[config.mk]
export PLATFORM = sky130hd
export DESIGN_NAME = sp_dma_seq_flat
export DESIGN_NICKNAME = d
export VERILOG_FILES = /design/src/rtl/sp_dma_pkg.sv /design/src/rtl/sp_dma_seq_if.sv /design/src/rtl/sp_dma_pend.sv /design/src/rtl/sp_dma_seq.sv /design/src/flat_wrapper.sv
export SDC_FILE = /design/constraint.sdc
export NUM_CORES = 1
export LEC_CHECK = 0
export CAP_MARGIN = 20
export CORE_MARGIN = 2
export CORE_UTILIZATION = 45
export DETAILED_ROUTE_END_ITERATION = 12
export GPL_TIMING_DRIVEN = 0
export HOLD_SLACK_MARGIN = 0.02
export PLACE_DENSITY = 0.8
export SYNTH_ARGS = -nofsm -noshare
export SYNTH_HDL_FRONTEND = slang
export SYNTH_HIERARCHICAL = 1
export SYNTH_SLANG_ARGS = --single-unit
[constraint.sdc]
create_clock -name clk -period 4.9 [get_ports clk]
set_input_delay 0.98 -clock clk [delete_from_list [all_inputs] [get_ports clk]]
set_output_delay 0.98 -clock clk [all_outputs]
set_load 0.005 [all_outputs]
[src/rtl/sp_dma_pkg.sv]
// Shared types and default geometry for the single-port DMA beat sequencer.
package sp_dma_pkg;

  typedef enum logic [1:0] {
    IDLE = 2'd0,
    XFER = 2'd1,
    DONE = 2'd2
  } state_t;

  localparam int AW_DEF       = 12;
  localparam int BEAT_LG2_DEF = 3;

endpackage

[src/rtl/sp_dma_seq_if.sv]
// Request/beat bundle between a transfer requester (master) and sp_dma_seq (slave).
interface sp_dma_seq_if import sp_dma_pkg::*; #(
  parameter int AW       = AW_DEF,
  parameter int BEAT_LG2 = BEAT_LG2_DEF
);
  localparam int BW = AW - BEAT_LG2 + 1;

  logic          start;
  logic [AW-1:0] addr_in;
  logic [AW-1:0] len_in;
  logic          beat_ack;
  logic [AW-1:0] mem_addr;
  logic          beat_req;
  logic [BW-1:0] beats_left;
  logic          busy;
  logic          done;
  logic          start_err;

  modport master (
    output start, addr_in, len_in, beat_ack,
    input  mem_addr, beat_req, beats_left, busy, done, start_err
  );

  modport slave (
    input  start, addr_in, len_in, beat_ack,
    output mem_addr, beat_req, beats_left, busy, done, start_err
  );

endinterface

[src/rtl/sp_dma_pend.sv]
// One-deep holding slot for a start request that arrives while a transfer is running.
module sp_dma_pend #(
  parameter int W = 9
) (
  input  logic         clk,
  input  logic         reset,
  input  logic         load,
  input  logic         clear,
  input  logic [W-1:0] addr_hi_in,
  input  logic [W-1:0] len_hi_in,
  output logic         valid,
  output logic [W-1:0] addr_hi,
  output logic [W-1:0] len_hi
);

  always_ff @(posedge clk) begin
    if (reset) begin
      valid   <= 1'b0;
      addr_hi <= '0;
      len_hi  <= '0;
    end else if (load) begin
      valid   <= 1'b1;
      addr_hi <= addr_hi_in;
      len_hi  <= len_hi_in;
    end else if (clear) begin
      valid   <= 1'b0;
    end
  end

endmodule

[src/rtl/sp_dma_seq.sv]
// Beat-granular DMA address sequencer (IDLE/XFER/DONE).
// Define SP_DMA_PEND_EN to queue one start request that arrives mid-transfer.
module sp_dma_seq import sp_dma_pkg::*; #(
  parameter int AW       = AW_DEF,
  parameter int BEAT_LG2 = BEAT_LG2_DEF
) (
  input logic         clk,
  input logic         reset,
  sp_dma_seq_if.slave bus
);

  localparam int HW = AW - BEAT_LG2;
  localparam int BW = HW + 1;
  localparam logic [AW-1:0] BEAT_BYTES = AW'(2 ** BEAT_LG2);

  function automatic logic [AW-1:0] beat_addr(input logic [HW-1:0] hi);
    return {hi, {BEAT_LG2{1'b0}}};
  endfunction

  // One extra bit keeps the maximum length (all-ones + 1) from overflowing.
  function automatic logic [BW-1:0] beat_count(input logic [HW-1:0] hi);
    return {1'b0, hi} + BW'(1);
  endfunction

  state_t        state;
  logic [HW-1:0] addr_hi;
  logic [HW-1:0] len_hi;
  logic [HW-1:0] load_addr_hi;
  logic [HW-1:0] load_len_hi;
  logic          accept;
  logic          launch_start;
  logic          launch_pend;
  logic          start_drop;
  logic          load;
  logic          unused_low;

  assign addr_hi    = bus.addr_in[AW-1:BEAT_LG2];
  assign len_hi     = bus.len_in[AW-1:BEAT_LG2];
  assign unused_low = ^{bus.addr_in[BEAT_LG2-1:0], bus.len_in[BEAT_LG2-1:0]};
  assign accept     = bus.beat_req && bus.beat_ack;
  assign load       = launch_start || launch_pend;

`ifdef SP_DMA_PEND_EN
  logic          pend_valid;
  logic          pend_load;
  logic          pend_clear;
  logic [HW-1:0] pend_addr_hi;
  logic [HW-1:0] pend_len_hi;

  sp_dma_pend #(.W(HW)) u_pend (
    .clk        (clk),
    .reset      (reset),
    .load       (pend_load),
    .clear      (pend_clear),
    .addr_hi_in (addr_hi),
    .len_hi_in  (len_hi),
    .valid      (pend_valid),
    .addr_hi    (pend_addr_hi),
    .len_hi     (pend_len_hi)
  );

  // A start seen in DONE with an empty slot bypasses the slot and launches directly.
  always_comb begin
    launch_pend  = (state == DONE) && pend_valid;
    launch_start = bus.start && ((state == IDLE) || ((state == DONE) && !pend_valid));
    pend_load    = bus.start && (state == XFER) && !pend_valid;
    pend_clear   = launch_pend;
    start_drop   = bus.start && !launch_start && !pend_load;
    load_addr_hi = launch_pend ? pend_addr_hi : addr_hi;
    load_len_hi  = launch_pend ? pend_len_hi  : len_hi;
  end
`else
  always_comb begin
    launch_pend  = 1'b0;
    launch_start = bus.start && (state == IDLE);
    start_drop   = bus.start && (state != IDLE);
    load_addr_hi = addr_hi;
    load_len_hi  = len_hi;
  end
`endif

  always_ff @(posedge clk) begin
    if (reset) begin
      state          <= IDLE;
      bus.mem_addr   <= '0;
      bus.beats_left <= '0;
      bus.beat_req   <= 1'b0;
      bus.busy       <= 1'b0;
      bus.done       <= 1'b0;
      bus.start_err  <= 1'b0;
    end else begin
      bus.done      <= 1'b0;
      bus.start_err <= start_drop;
      case (state)
        IDLE: begin
          if (load) begin
            state          <= XFER;
            bus.mem_addr   <= beat_addr(load_addr_hi);
            bus.beats_left <= beat_count(load_len_hi);
            bus.beat_req   <= 1'b1;
            bus.busy       <= 1'b1;
          end
        end
        XFER: begin
          bus.busy <= 1'b1;
          if (accept) begin
            bus.mem_addr   <= bus.mem_addr + BEAT_BYTES;
            bus.beats_left <= bus.beats_left - BW'(1);
            if (bus.beats_left == BW'(1)) begin
              state        <= DONE;
              bus.beat_req <= 1'b0;
              bus.done     <= 1'b1;
            end
          end
        end
        DONE: begin
          if (load) begin
            state          <= XFER;
            bus.mem_addr   <= beat_addr(load_addr_hi);
            bus.beats_left <= beat_count(load_len_hi);
            bus.beat_req   <= 1'b1;
            bus.busy       <= 1'b1;
          end else begin
            state    <= IDLE;
            bus.busy <= 1'b0;
          end
        end
        default: begin
          state        <= IDLE;
          bus.beat_req <= 1'b0;
          bus.busy     <= 1'b0;
        end
      endcase
    end
  end

endmodule

[src/flat_wrapper.sv]
// flat-port wrapper written by rule: the top's interface ports become plain ports
module sp_dma_seq_flat import sp_dma_pkg::*;
#(
  parameter int AW       = AW_DEF,
  parameter int BEAT_LG2 = BEAT_LG2_DEF
)
  (clk, reset, bus_start, bus_addr_in, bus_len_in, bus_beat_ack, bus_mem_addr, bus_beat_req, bus_beats_left, bus_busy, bus_done, bus_start_err);
  sp_dma_seq_if #(.AW(AW), .BEAT_LG2(BEAT_LG2)) bus_i ();
  input logic clk;
  input logic reset;
  input wire logic [$bits(bus_i.start)-1:0] bus_start;
  input wire logic [$bits(bus_i.addr_in)-1:0] bus_addr_in;
  input wire logic [$bits(bus_i.len_in)-1:0] bus_len_in;
  input wire logic [$bits(bus_i.beat_ack)-1:0] bus_beat_ack;
  output wire logic [$bits(bus_i.mem_addr)-1:0] bus_mem_addr;
  output wire logic [$bits(bus_i.beat_req)-1:0] bus_beat_req;
  output wire logic [$bits(bus_i.beats_left)-1:0] bus_beats_left;
  output wire logic [$bits(bus_i.busy)-1:0] bus_busy;
  output wire logic [$bits(bus_i.done)-1:0] bus_done;
  output wire logic [$bits(bus_i.start_err)-1:0] bus_start_err;
  assign bus_i.start = bus_start;
  assign bus_i.addr_in = bus_addr_in;
  assign bus_i.len_in = bus_len_in;
  assign bus_i.beat_ack = bus_beat_ack;
  assign bus_mem_addr = bus_i.mem_addr;
  assign bus_beat_req = bus_i.beat_req;
  assign bus_beats_left = bus_i.beats_left;
  assign bus_busy = bus_i.busy;
  assign bus_done = bus_i.done;
  assign bus_start_err = bus_i.start_err;
  sp_dma_seq #(.AW(AW), .BEAT_LG2(BEAT_LG2)) u_core (.clk(clk), .reset(reset), .bus(bus_i));
endmodule
* After elaboration in Yosys (flattened, before gate mapping)
Index checks and enable logic that the tools add are counted.
Storage, ports and cells: register bits 28, bits in latches 0, bits in writable memories 0, ROM bits 0, bits of input ports 28, output and inout port bits 26, word-level logic and storage cells 48, memories 0
Cells by class: add/sub/neg operators 3, multiply operators 0, divide/modulo/power cells 0, order comparisons 0, equal/unequal tests 7, shift-type cells 0, multiplexer cells 18, bitwise operators 2, reduce and logical (&&, ||, !) cells 11
Operators with widths (count):
- $mux W12 | 2
- $pmux W12 S2 | 1
- $mux W10 | 2
- $pmux W10 S2 | 1
- $add A12 B4 Y12 const B | 1
- $add A9 B1 Y10 const B | 1
- $eq A10 B1 Y1 const B | 1
- $sub A10 B1 Y10 const B | 1
- $reduce_and A3 Y1 | 3
- $ne A2 B1 Y1 const B | 4
- $mux W1 | 6
- $mux W2 | 3
- $pmux W2 S3 | 1
- $reduce_bool A2 Y1 | 2
- $logic_and A1 B1 Y1 | 3
- $pmux W1 S3 | 1
- $reduce_or A3 Y1 | 1
- $eq A2 B1 Y1 const B | 1
- $eq A2 B2 Y1 const B | 1
- $logic_not A2 Y1 | 1
- $not A1 Y1 | 2
- $pmux W1 S2 | 1
- $reduce_or A2 Y1 | 1

* Longest topological paths before layout
Gate-level depths: netlist of the first run.
depth in word-level cells 4, mapped depth 7, mapped depth without buffers 6

* Worst setup path before layout of the first run
No wires, ideal clock.
path type in2reg, from input bus_beat_ack, to register u_core.bus.beats_left[4], library setup time 0.117 ns, arrival 1.863 ns, slack 2.919 ns, stages 5, cell sequence nand3_1 > a21oi_1 > clkbuf_1 > nand2_1 > a32o_1
Between the ends: word-level cells in the longest chain between the ends 3
Ends and longest elaborated chain:
- start, declared | RTL line flat_wrapper.sv:14 | input wire logic [$bits(bus_i.beat_ack)-1:0] bus_beat_ack;
- $logic_and A1 B1 Y1 | RTL line sp_dma_seq.sv:40 | assign accept = bus.beat_req && bus.beat_ack;
- $ne A2 B1 Y1 (no line)
- $reduce_and A3 Y1 (no line)
- end signal, assigned | RTL line sp_dma_seq.sv:99 | bus.beats_left <= beat_count(load_len_hi);
- end signal, assigned | RTL line sp_dma_seq.sv:108 | bus.beats_left <= bus.beats_left - BW'(1);
- end signal, assigned | RTL line sp_dma_seq.sv:120 | bus.beats_left <= beat_count(load_len_hi);
- end, declared | RTL line sp_dma_seq_if.sv:26 | output mem_addr, beat_req, beats_left, busy, done, start_err
Every way passes these cells. A chain may end at the register's enable or synchronous reset.

* Worst setup path after layout of the first run
from input bus_start, to register u_core.bus.mem_addr[3]
Between the ends: word-level cells in the longest chain between the ends 3
Ends and longest elaborated chain:
- start, declared | RTL line flat_wrapper.sv:11 | input wire logic [$bits(bus_i.start)-1:0] bus_start;
- $logic_and A1 B1 Y1 | RTL line sp_dma_seq.sv:75 | launch_start = bus.start && (state == IDLE);
- $ne A2 B1 Y1 (no line)
- $reduce_and A3 Y1 (no line)
- end signal, assigned | RTL line sp_dma_seq.sv:98 | bus.mem_addr <= beat_addr(load_addr_hi);
- end signal, assigned | RTL line sp_dma_seq.sv:107 | bus.mem_addr <= bus.mem_addr + BEAT_BYTES;
- end signal, assigned | RTL line sp_dma_seq.sv:119 | bus.mem_addr <= beat_addr(load_addr_hi);
- end, declared | RTL line sp_dma_seq_if.sv:26
Every way passes these cells.

==> results.sh, run 1 <==
export IMPL_hold_worst_slack_ns=0.510
export IMPL_power_density_nw_per_um2=237
export IMPL_yosysUniqueCellTypes=49
export IMPL_track_usage_pct=22.1
export IMPL_n_fill_cell=323
export IMPL_tightest_slew_ns=0.598
export IMPL_maxSlewViolCount=0
export IMPL_clk_insertion_delay_late_ns=0.33
export IMPL_cts_clk_slew_worst_paths_ns=0.14
export IMPL_ys_flop_type="dfxtp_1"
export IMPL_finalHoldViolCount=0
export IMPL_yosysTopAreaCellShare_pct=32.4
export IMPL_min_path_type="flop to flop"
export IMPL_fp_dieH_um=62.6
export IMPL_timing_fmax_mhz=390
export IMPL_cts_buffers=3
export IMPL_antenna_found_initial=0
export IMPL_num_rows=21
export IMPL_drc=0
export IMPL_cts_root_buf="clkbuf_4"
export IMPL_tritoncts="yes"
export IMPL_yosysSeqAreaShare_pct=32.4
export IMPL_utilization_pct=62.8
export IMPL_final_min_clock_period_ns=2.57
export IMPL_post_route_period_util_pct=52.4
export IMPL_crit_path_end_kind="flop"
export IMPL_grt_max_degree=15
export IMPL_ir_worst_vdd_v=0.000204
export IMPL_overflow=0
export IMPL_tns_ns=0
export IMPL_avgSynthCellArea_um2=7.66
export IMPL_maxCapViolCount=0
export IMPL_r2r_start="u_core/state[0]$_SDFFE_PP0P_"
export IMPL_wl_per_cell_um=14.4
export IMPL_wirelength_mm=4.30
export IMPL_postCtsSetupBuffers=0
export IMPL_required_ns=5.13
export IMPL_finClkSkew_ns=0.0137
export IMPL_clock_path_buffers=2
export IMPL_die_area_um2=3920
export IMPL_first_iter_violations=167
export IMPL_via_count=1710
export IMPL_synth_seq_cells=25
export IMPL_nets=285
export IMPL_top_layer_used="met4"
export IMPL_arrival_ns=2.79
export IMPL_clock_sinks=25
export IMPL_antenna_cells=0
export IMPL_layout_cells_non_filler=298
export IMPL_hp_start="u_core/bus.mem_addr[11]$_SDFFE_PP0P_"
export IMPL_placed_cell_area_um2=2050
export IMPL_p_leak_nw=0.744
export IMPL_criticalPathCategory="input port to flop"
export IMPL_slew_limit_headroom_pct=60.1
export IMPL_ff_latch_area_um2=500
export IMPL_fp_dieW_um=62.6
export IMPL_ys_top_cells_by_count="dfxtp_1 (25), a21oi_1 (17), o21ai_1 (17)"
export IMPL_dp_hpwl_mm=3.11
export IMPL_yosys_warnings=6
export IMPL_met2_length_mm=1.98
export IMPL_grt_first_pass_wirelength_mm=7.07
export IMPL_postSynth_asyncResetShare_pct=0
export IMPL_synth_most_common_cell="dfxtp_1"
export IMPL_dpl_cell_count=294
export IMPL_syn_area_um2=1550
export IMPL_via_per_inst=5.74
export IMPL_hold_end="u_core/bus.mem_addr[11]$_SDFFE_PP0P_"
export IMPL_ant_nets=0
export IMPL_status="completed"
export IMPL_rsz0062_at_grt="false"
export IMPL_cts_resized=0
export IMPL_rrSetupSlack_ns=2.99
export IMPL_initial_utilization_pct=46.7
export IMPL_fin_area_um2=2080
export IMPL_drive_above_1_share_pct=5.95
export IMPL_min_path_cells=2
export IMPL_fp_coreArea_um2=3310
export IMPL_multiInputGateArea_um2=963
export IMPL_cp_start_kind="input port"
export IMPL_grt_pass1_vias=1529
export IMPL_hold_buffers=0
export IMPL_synth_top_area_cell="dfxtp_1"
export IMPL_synth_area_leaders="dfxtp_1 (32%), a21oi_1 (5.5%), o21ai_1 (5.5%)"
export IMPL_reg2regPathDepth=6
export IMPL_area_growth_syn_to_layout_pct=34.5
export IMPL_setup_viol=0
export IMPL_ios=54
export IMPL_finalWeightedCongestion=0.906
export IMPL_wl_met3_um=350
export IMPL_io_buffers=44
export IMPL_synth_edf_count=0
export IMPL_reg2reg_to="u_core/bus.mem_addr[5]$_SDFFE_PP0P_"
export IMPL_cts_htree_levels=1
export IMPL_first_pass_iters=4
export IMPL_syn_instance_count=202
export IMPL_worstPathMaxFanout=10
export IMPL_drt_met1_wl_mm=1.95
-- cells by family after synthesis --
group | Yosys count | synth area share, %
AOI/OAI and AO/OA | 66 | 27.2
xor gates and xnor gates | 3 | 1.70
adders and majority gates | 4 | 3.24
buffers and inverters | 21 | 5.82
DFF | 25 | 32.4
muxes | 1 | 0.647
other | 1 | 0.242
and+or+nand+nor | 81 | 28.8
-- state kept, by name, indices dropped and copies added (netlist names) --
| signal | flops |
|---|---|
| u_core/bus.busy | 1 |
| u_core/bus.done | 1 |
| u_core/bus.start_err | 1 |
| u_core/bus.beat_req | 1 |
| u_core/bus.mem_addr | 9 |
| u_core/bus.beats_left | 10 |
| u_core/state | 2 |
-- layout make-up --
| cell class | count | share of cell area [%] |
|---|---|---|
| inverters | 4 | 0.722 |
| clock buffers | 3 | 1.08 |
| flip-flops and latches | 25 | 24.1 |
| clock inverters | 1 | 0.241 |
| well taps | 46 | 2.77 |
| multi-input cells | 158 | 46.3 |
| repair buffers | 44 | 21.2 |
| plain buffers | 17 | 3.61 |
-- routing by layer --
layer / vias up / global-route usage (%)
li1: 842 / -
met1: 793 / 30.2
met2: 73 / 34.8
met3: 2 / 4.50
met4: 0 / 7.22
met5: - / 0
-- layout by cell type (no fill, tap or decap), types with 2 or more instances in the layout --
cell type        synthesis  layout
or4_4                    2       2
ha_1                     4       4
o21a_1                   6       6
clkdlybuf4s50_1          0      44
a21o_1                   2       2
clkbuf_4                 0       3
o31a_1                   3       3
dfxtp_1                 25      25
o21ai_1                 17      17
nand2_1                 16      16
nand4_1                  2       2
clkbuf_1                13      13
nor3_1                  11      11
nor4_2                   2       2
buf_4                    3       3
a211oi_1                 2       2
nor2b_1                  5       5
o31ai_1                  2       2
a32o_1                   2       2
nor4_1                   5       5
or3_1                    3       3
nor2_1                  11      11
or2_2                    3       3
nand3_1                 11      11
xnor2_1                  2       2
a21oi_1                 17      17
conb_1                   1       3
nand2b_1                 3       3
o21ai_0                  3       3
and2_1                   2       2
o22ai_1                  2       2
inv_1                    3       3
-- critical path: stages --
cell	delay, ns
clkdlybuf4s50_1	0.55
nand2b_1	0.12
a21oi_1	0.25
clkbuf_1	0.46
a21oi_1	0.13
a311oi_1	0.29
-- power breakdown --
group,internal (W),switching (W),total [W]
Combinational,0.0000828,0.0000801,0.000163
Clock,0.0000306,0.0000620,0.0000926
Sequential,0.000218,0.0000181,0.000236
Total,0.000332,0.000160,0.000492
-- worst max-delay path by stage --
| stage | to | from | cells past startpoint | slack (ns) |
|---|---|---|---|---|
| final | u_core/bus.mem_addr[3]$_SDFFE_PP0P_ | bus_start | 6 | 2.33 |
| after global routing | u_core/bus.mem_addr[3]$_SDFFE_PP0P_ | bus_start | 6 | 2.27 |
| after CTS | u_core/bus.mem_addr[3]$_SDFFE_PP0P_ | bus_start | 6 | 2.41 |
| after detailed placement | u_core/bus.mem_addr[3]$_SDFFE_PP0P_ | bus_start | 6 | 2.07 |
| after global placement | u_core/bus.mem_addr[3]$_SDFFE_PP0P_ | bus_start | 6 | 2.11 |
| after floorplan | u_core/bus.beats_left[4]$_SDFFE_PP0P_ | bus_beat_ack | 5 | 2.92 |
-- per-stage QoR --
step	setup WS (ns)	total power, W
2_1_floorplan	2.92	0.000327
3_3_place_gp	2.11	0.000398
3_5_place_dp	2.07	0.000400
4_1_cts	2.41	0.000493
5_1_grt	2.27	0.000521
6_report	2.33	0.000492
No activity file was read; power rests on OpenSTA's default activity.
==> run 2: changes to the inputs <==
--- a/config.mk
+++ b/config.mk
@@ -7,11 +7,11 @@
 export LEC_CHECK = 0
 export CAP_MARGIN = 20
 export CORE_MARGIN = 2
-export CORE_UTILIZATION = 45
+export CORE_UTILIZATION = 41
 export DETAILED_ROUTE_END_ITERATION = 12
 export GPL_TIMING_DRIVEN = 0
 export HOLD_SLACK_MARGIN = 0.02
-export PLACE_DENSITY = 0.8
+export PLACE_DENSITY = 0.77
 export SYNTH_ARGS = -nofsm -noshare
 export SYNTH_HDL_FRONTEND = slang
 export SYNTH_HIERARCHICAL = 1
==> constraint.sdc (replaced) <==
create_clock -name clk -period 2.2 [get_ports clk]
set_input_delay 0.44 -clock clk [delete_from_list [all_inputs] [get_ports clk]]
set_output_delay 0.44 -clock clk [all_outputs]
set_load 0.005 [all_outputs]
==> run 2 against run 1 <==
Non-clock buffer count is the same. Cell count grew 0.67%. Sequential share of layout area shrank 0.23 points. Power grew 140%. Combinational power grew 120%. Sequential power grew 120%. Critical path depth is the same. Utilization shrank 5.0 points. Sequential cell count is the same. Register-to-register slack lost 2.7 ns. Largest power group unchanged.
==> results.sh, run 2 (same netlist as run 1, synthesis figures left out) <==
export IMPL_timing_fmax_mhz=503
export IMPL_track_usage_pct=21.3
export IMPL_ios=54
export IMPL_criticalPathCategory="input port to flop"
export IMPL_fp_coreArea_um2=3630
export IMPL_post_route_period_util_pct=90.4
export IMPL_cts_resized=0
export IMPL_p_leak_nw=0.749
export IMPL_clock_path_buffers=2
export IMPL_die_area_um2=4280
export IMPL_n_fill_cell=373
export IMPL_rsz0062_at_grt="false"
export IMPL_antenna_cells=0
export IMPL_drc=0
export IMPL_final_min_clock_period_ns=1.99
export IMPL_num_rows=22
export IMPL_clk_insertion_delay_late_ns=0.27
export IMPL_wl_per_cell_um=14.4
export IMPL_io_buffers=44
export IMPL_via_count=1693
export IMPL_grt_first_pass_wirelength_mm=7.17
export IMPL_first_iter_violations=124
export IMPL_tritoncts="yes"
export IMPL_drive_above_1_share_pct=5.56
export IMPL_fin_area_um2=2100
export IMPL_hold_buffers=0
export IMPL_slew_limit_headroom_pct=62.4
export IMPL_maxSlewViolCount=0
export IMPL_layout_cells_non_filler=300
export IMPL_cp_start_kind="input port"
export IMPL_largest_reg_flops=10
export IMPL_overflow=0
export IMPL_power_density_nw_per_um2=558
export IMPL_most_common_layout_cells="clkdlybuf4s50_1 (44), dfxtp_1 (25), a21oi_1 (17), o21ai_1 (17), nand2_1 (16)"
export IMPL_tightest_slew_ns=0.565
export IMPL_layout_commonest_cell="clkdlybuf4s50_1"
export IMPL_cts_clk_slew_worst_paths_ns=0.10
export IMPL_crit_top_cell="a21oi_1"
export IMPL_status="completed"
export IMPL_worstPathCellList="clkdlybuf4s50_1 -> nand2b_1 -> a21oi_1 -> clkbuf_1 -> a21oi_1 -> a311oi_1"
export IMPL_hold_worst_slack_ns=0.514
export IMPL_area_growth_syn_to_layout_pct=35.8
export IMPL_postCtsSetupBuffers=0
export IMPL_cts_htree_levels=1
export IMPL_finClkSkew_ns=0.00629
export IMPL_first_pass_iters=4
export IMPL_required_ns=2.38
export IMPL_dp_hpwl_mm=3.12
export IMPL_worstPathMaxFanout=10
export IMPL_via_per_inst=5.64
export IMPL_min_path_type="flop to flop"
export IMPL_maxCapViolCount=0
export IMPL_arrival_ns=2.17
export IMPL_clock_sinks=25
export IMPL_nets=285
export IMPL_critPathMaxStageDelay_ns=0.53
export IMPL_fp_dieH_um=65.4
export IMPL_ir_worst_vdd_v=0.000275
export IMPL_wirelength_mm=4.31
export IMPL_ant_nets=0
export IMPL_cts_root_buf="clkbuf_8"
export IMPL_crit_path_end_kind="flop"
export IMPL_grt_pass1_vias=1515
export IMPL_regMostFlops="u_core/bus.beats_left"
export IMPL_grt_max_degree=14
export IMPL_crit_path_top_delay_cell="clkdlybuf4s50_1"
export IMPL_finalWeightedCongestion=0.845
export IMPL_cts_buffers=3
export IMPL_fp_dieW_um=65.4
export IMPL_placed_cell_area_um2=2050
export IMPL_dpl_cell_count=296
export IMPL_setup_viol=0
export IMPL_antenna_found_initial=0
export IMPL_reg_top3="u_core/bus.beats_left x10, u_core/bus.mem_addr x9, u_core/state x2"
export IMPL_initial_utilization_pct=42.6
export IMPL_finalHoldViolCount=0
-- run 2: worst paths after layout --
kind | startpoint | endpoint | slack, ns | depth (start not counted)
worst min-delay path | u_core/bus.beats_left[6]$_SDFFE_PP0P_ | u_core/bus.beats_left[6]$_SDFFE_PP0P_ | 0.51 | 2
worst max register to register | u_core/bus.beats_left[4]$_SDFFE_PP0P_ | u_core/state[0]$_SDFFE_PP0P_ | 0.31 | 4
worst max-delay path | bus_start | u_core/bus.mem_addr[3]$_SDFFE_PP0P_ | 0.21 | 6
worst min register to register | u_core/bus.beats_left[6]$_SDFFE_PP0P_ | u_core/bus.beats_left[6]$_SDFFE_PP0P_ | 0.51 | 2
-- run 2: cell type report --
class                           count  area (um2)  area share (%)
Timing Repair Buffer               44         440            21.0
Tap cell                           48        60.1            2.86
Clock buffer                        4        45.0            2.15
Inverter                            4        15.0           0.715
Buffer                             17        75.1            3.58
Multi-Input combinational cell    158         963            45.9
Sequential cell                    25         500            23.8
-- run 2: power by group --
part | switching, W | leakage (nW) | internal (W)
Combinational | 0.000174 | 0.521 | 0.000184
Clock | 0.000156 | 0.0228 | 0.000130
Sequential | 0.0000411 | 0.205 | 0.000486
Total | 0.000371 | 0.749 | 0.000799
-- run 2: layer usage --
layer	GRT usage, %	vias up	part of all wire [%]
met2	34.3	75	46
met1	29.4	769	44
met4	7.29	0	1.1
li1	-	842	-
met3	2.40	7	8.9
met5	0	-	0
-- run 2: metrics by stage --
| step | utilization [%] | setup slack, ns | TNS (ns) | power (W) |
|---|---|---|---|---|
| finish | 57.8 | 0.210 | 0 | 0.00117 |
| floorplan | - | 0.427 | 0 | 0.000728 |
| global placement | 56.5 | -0.0409 | -0.0927 | 0.000887 |
| detailed placement | 56.5 | -0.0764 | -0.174 | 0.000890 |
| global route | 57.8 | 0.110 | 0 | 0.00124 |
| CTS | 57.8 | 0.215 | 0 | 0.00117 |
-- run 2: worst max-delay path, delay by kind of cell --
family / cells / cell delay [ns]
AND/OR/NAND/NOR: 1 / 0.10
buffers and inverters: 2 / 0.97
AO/OA/AOI/OAI: 3 / 0.66
==> run 3: changes to the inputs <==
--- a/config.mk
+++ b/config.mk
@@ -6,12 +6,13 @@
 export NUM_CORES = 1
 export LEC_CHECK = 0
 export CAP_MARGIN = 20
+export CORE_ASPECT_RATIO = 0.7
 export CORE_MARGIN = 2
-export CORE_UTILIZATION = 41
+export CORE_UTILIZATION = 45
 export DETAILED_ROUTE_END_ITERATION = 12
 export GPL_TIMING_DRIVEN = 0
 export HOLD_SLACK_MARGIN = 0.02
-export PLACE_DENSITY = 0.77
+export PLACE_DENSITY = 0.8
 export SYNTH_ARGS = -nofsm -noshare
 export SYNTH_HDL_FRONTEND = slang
 export SYNTH_HIERARCHICAL = 1
==> constraint.sdc (replaced) <==
create_clock -name clk -period 2 [get_ports clk]
set_input_delay 0.4 -clock clk [delete_from_list [all_inputs] [get_ports clk]]
set_output_delay 0.4 -clock clk [all_outputs]
set_load 0.005 [all_outputs]
==> run 3 against run 2 <==
Die area decreased by 8.2%. Clock power increased by 6%. Via count increased by 4.4%. Power increased by 9.9%. Wire length increased by 4.4%. Highest routed layer is now met3. Cell count decreased by 0.33%. Global-route usage increased by 2.8 points. Sequential power increased by 9.9%. Cell area increased by 0.18%.
==> results.sh, run 3 (same netlist as run 1, synthesis figures left out) <==
export IMPL_status="completed"
export IMPL_grt_pass1_vias=1523
export IMPL_area_growth_syn_to_layout_pct=36.0
export IMPL_layout_cells_non_filler=299
export IMPL_p_clk_share_pct=23.6
export IMPL_drc=0
export IMPL_power_frac_seq_pct=45.0
export IMPL_finalWeightedCongestion=0.897
export IMPL_crit_path_top_delay_cell="or4_4"
export IMPL_tritoncts="yes"
export IMPL_grt_max_degree=15
export IMPL_largest_reg_flops=10
export IMPL_criticalPathCategory="flop to flop"
export IMPL_combPwrFrac_pct=31.4
export IMPL_reg2regPathDepth=4
export IMPL_track_usage_pct=24.1
export IMPL_required_ns=2.14
export IMPL_initial_utilization_pct=48.1
export IMPL_cts_clk_slew_worst_paths_ns=0.08
export IMPL_fp_dieW_um=74.1
export IMPL_fp_coreArea_um2=3210
export IMPL_ir_worst_vdd_v=0.000421
export IMPL_crit_start="u_core/bus.beats_left[4]$_SDFFE_PP0P_"
export IMPL_first_pass_iters=5
export IMPL_via_per_inst=5.91
export IMPL_cts_htree_levels=1
export IMPL_worstPathMaxFanout=8
export IMPL_setup_ws_ns=0.0740
export IMPL_r2r_start="u_core/bus.beats_left[4]$_SDFFE_PP0P_"
export IMPL_cts_resized=0
export IMPL_io_buffers=44
export IMPL_arrival_ns=2.06
export IMPL_postCtsSetupBuffers=0
export IMPL_rsz0062_at_grt="false"
export IMPL_clock_path_buffers=2
export IMPL_hold_end="u_core/bus.mem_addr[11]$_SDFFE_PP0P_"
export IMPL_regMostFlops="u_core/bus.beats_left"
export IMPL_overflow=0
export IMPL_hp_start="u_core/bus.mem_addr[11]$_SDFFE_PP0P_"
export IMPL_cts_buffers=3
export IMPL_tightest_slew_ns=0.592
export IMPL_crit_top_cell="or4_4"
export IMPL_reg2reg_to="u_core/state[0]$_SDFFE_PP0P_"
export IMPL_grt_first_pass_wirelength_mm=7.13
export IMPL_timing_fmax_mhz=519
export IMPL_internal_power_w=0.000878
export IMPL_num_rows=17
export IMPL_cp_start_kind="flop"
export IMPL_layout_commonest_cell="clkdlybuf4s50_1"
export IMPL_finClkSkew_ns=0.00861
export IMPL_clock_sinks=25
export IMPL_slew_limit_headroom_pct=60.5
export IMPL_min_path_cells=2
export IMPL_swShare_pct=31.8
export IMPL_dpl_cell_count=295
export IMPL_critPathMaxStageDelay_ns=0.61
export IMPL_wl_per_cell_um=15.0
export IMPL_preCtsSetupSlack_ns=-0.163
export IMPL_tns_ns=0
export IMPL_maxSlewViolCount=0
export IMPL_crit_family="simple AND/OR/NAND/NOR gates"
export IMPL_via_count=1767
export IMPL_cts_root_buf="clkbuf_8"
export IMPL_switchingPower_w=0.000409
export IMPL_antenna_found_initial=0
export IMPL_antenna_cells=0
export IMPL_n_fill_cell=281
export IMPL_min_path_type="flop to flop"
export IMPL_nets=285
export IMPL_most_common_layout_cells="clkdlybuf4s50_1 (44), dfxtp_1 (25), a21oi_1 (17), o21ai_1 (17), nand2_1 (16)"
export IMPL_final_min_clock_period_ns=1.93
export IMPL_drive_above_1_share_pct=7.14
export IMPL_ant_nets=0
export IMPL_power_density_nw_per_um2=612
export IMPL_crit_buf_inv=0
export IMPL_worstPathCellList="or4_4 -> or4_4 -> nor2_1 -> nor4_1"
export IMPL_p_leak_nw=0.761
export IMPL_fp_dieH_um=53.0
export IMPL_finalHoldViolCount=0
export IMPL_hold_worst_slack_ns=0.511
export IMPL_wirelength_mm=4.50
export IMPL_reg_top3="u_core/bus.beats_left x10, u_core/bus.mem_addr x9, u_core/state x2"
export IMPL_path_depth=4
export IMPL_rrSetupSlack_ns=0.07
export IMPL_setup_viol=0
export IMPL_crit_path_end_kind="flop"
export IMPL_clk_insertion_delay_late_ns=0.27
export IMPL_die_area_um2=3930
export IMPL_hold_buffers=0
export IMPL_maxCapViolCount=0
export IMPL_first_iter_violations=256
export IMPL_ios=54
export IMPL_dp_hpwl_mm=3.23
export IMPL_post_route_period_util_pct=96.3
## run 3: cell count changes in the layout (fill, tap and decap cells not counted)
cell      previous run  this run
clkinv_2             0         1
clkbuf_1            14        10
clkbuf_2             0         3
## run 3: worst min-delay path, delay by kind of cell (launching register included)
| kind | cells | cell delay (ns) |
|---|---|---|
| compound gates | 2 | 0.14 |
| flops | 1 | 0.32 |
## run 3: power by group through the flow
stage	combinational [W]	clock (W)	sequential, W
after global placement	0.000388	0	0.000589
after CTS	0.000396	0.000314	0.000579
after floorplan	0.000216	0	0.000585
after global routing	0.000436	0.000334	0.000587
after detailed placement	0.000392	0	0.000591
final	0.000404	0.000304	0.000579
## run 3: worst max-delay path by stage
stage,to,slack [ns]
5_1_grt,u_core/state[0]$_SDFFE_PP0P_,0.002
2_1_floorplan,u_core/bus.beat_req$_SDFFE_PP0P_,0.23
4_1_cts,u_core/state[0]$_SDFFE_PP0P_,0.08
6_report,u_core/state[0]$_SDFFE_PP0P_,0.07
3_5_place_dp,u_core/bus.beats_left[4]$_SDFFE_PP0P_,-0.16
3_3_place_gp,u_core/bus.beats_left[4]$_SDFFE_PP0P_,-0.14
## run 3: final cells by class
type	instances	area (um2)	share of cell area [%]
buffer	17	78.8	3.75
clock buffer	3	41.3	1.96
clock inverter	1	5.00	0.238
inverter	4	15.0	0.714
multi-input combinational	158	963	45.8
sequential	25	500	23.8
tap	47	58.8	2.80
timing repair buffer	44	440	20.9
## run 3: layer usage
layer | global-route usage, % | vias to the layer above | share of wire (%)
met5 | 0 | - | 0
met4 | 8.48 | 0 | 0
met3 | 5.33 | 0 | 9.5
met2 | 35.4 | 104 | 42
met1 | 34.3 | 813 | 48
li1 | - | 850 | -
## run 3: stage by stage
step / utilization (%) / area [um2] / total power [W]
final: 65.5 / 2100 / 0.00129
after global routing: 65.5 / 2100 / 0.00136
after CTS: 65.4 / 2100 / 0.00129
after detailed placement: 63.9 / 2050 / 0.000983
after global placement: 63.9 / 2050 / 0.000977
after floorplan: - / 1550 / 0.000801
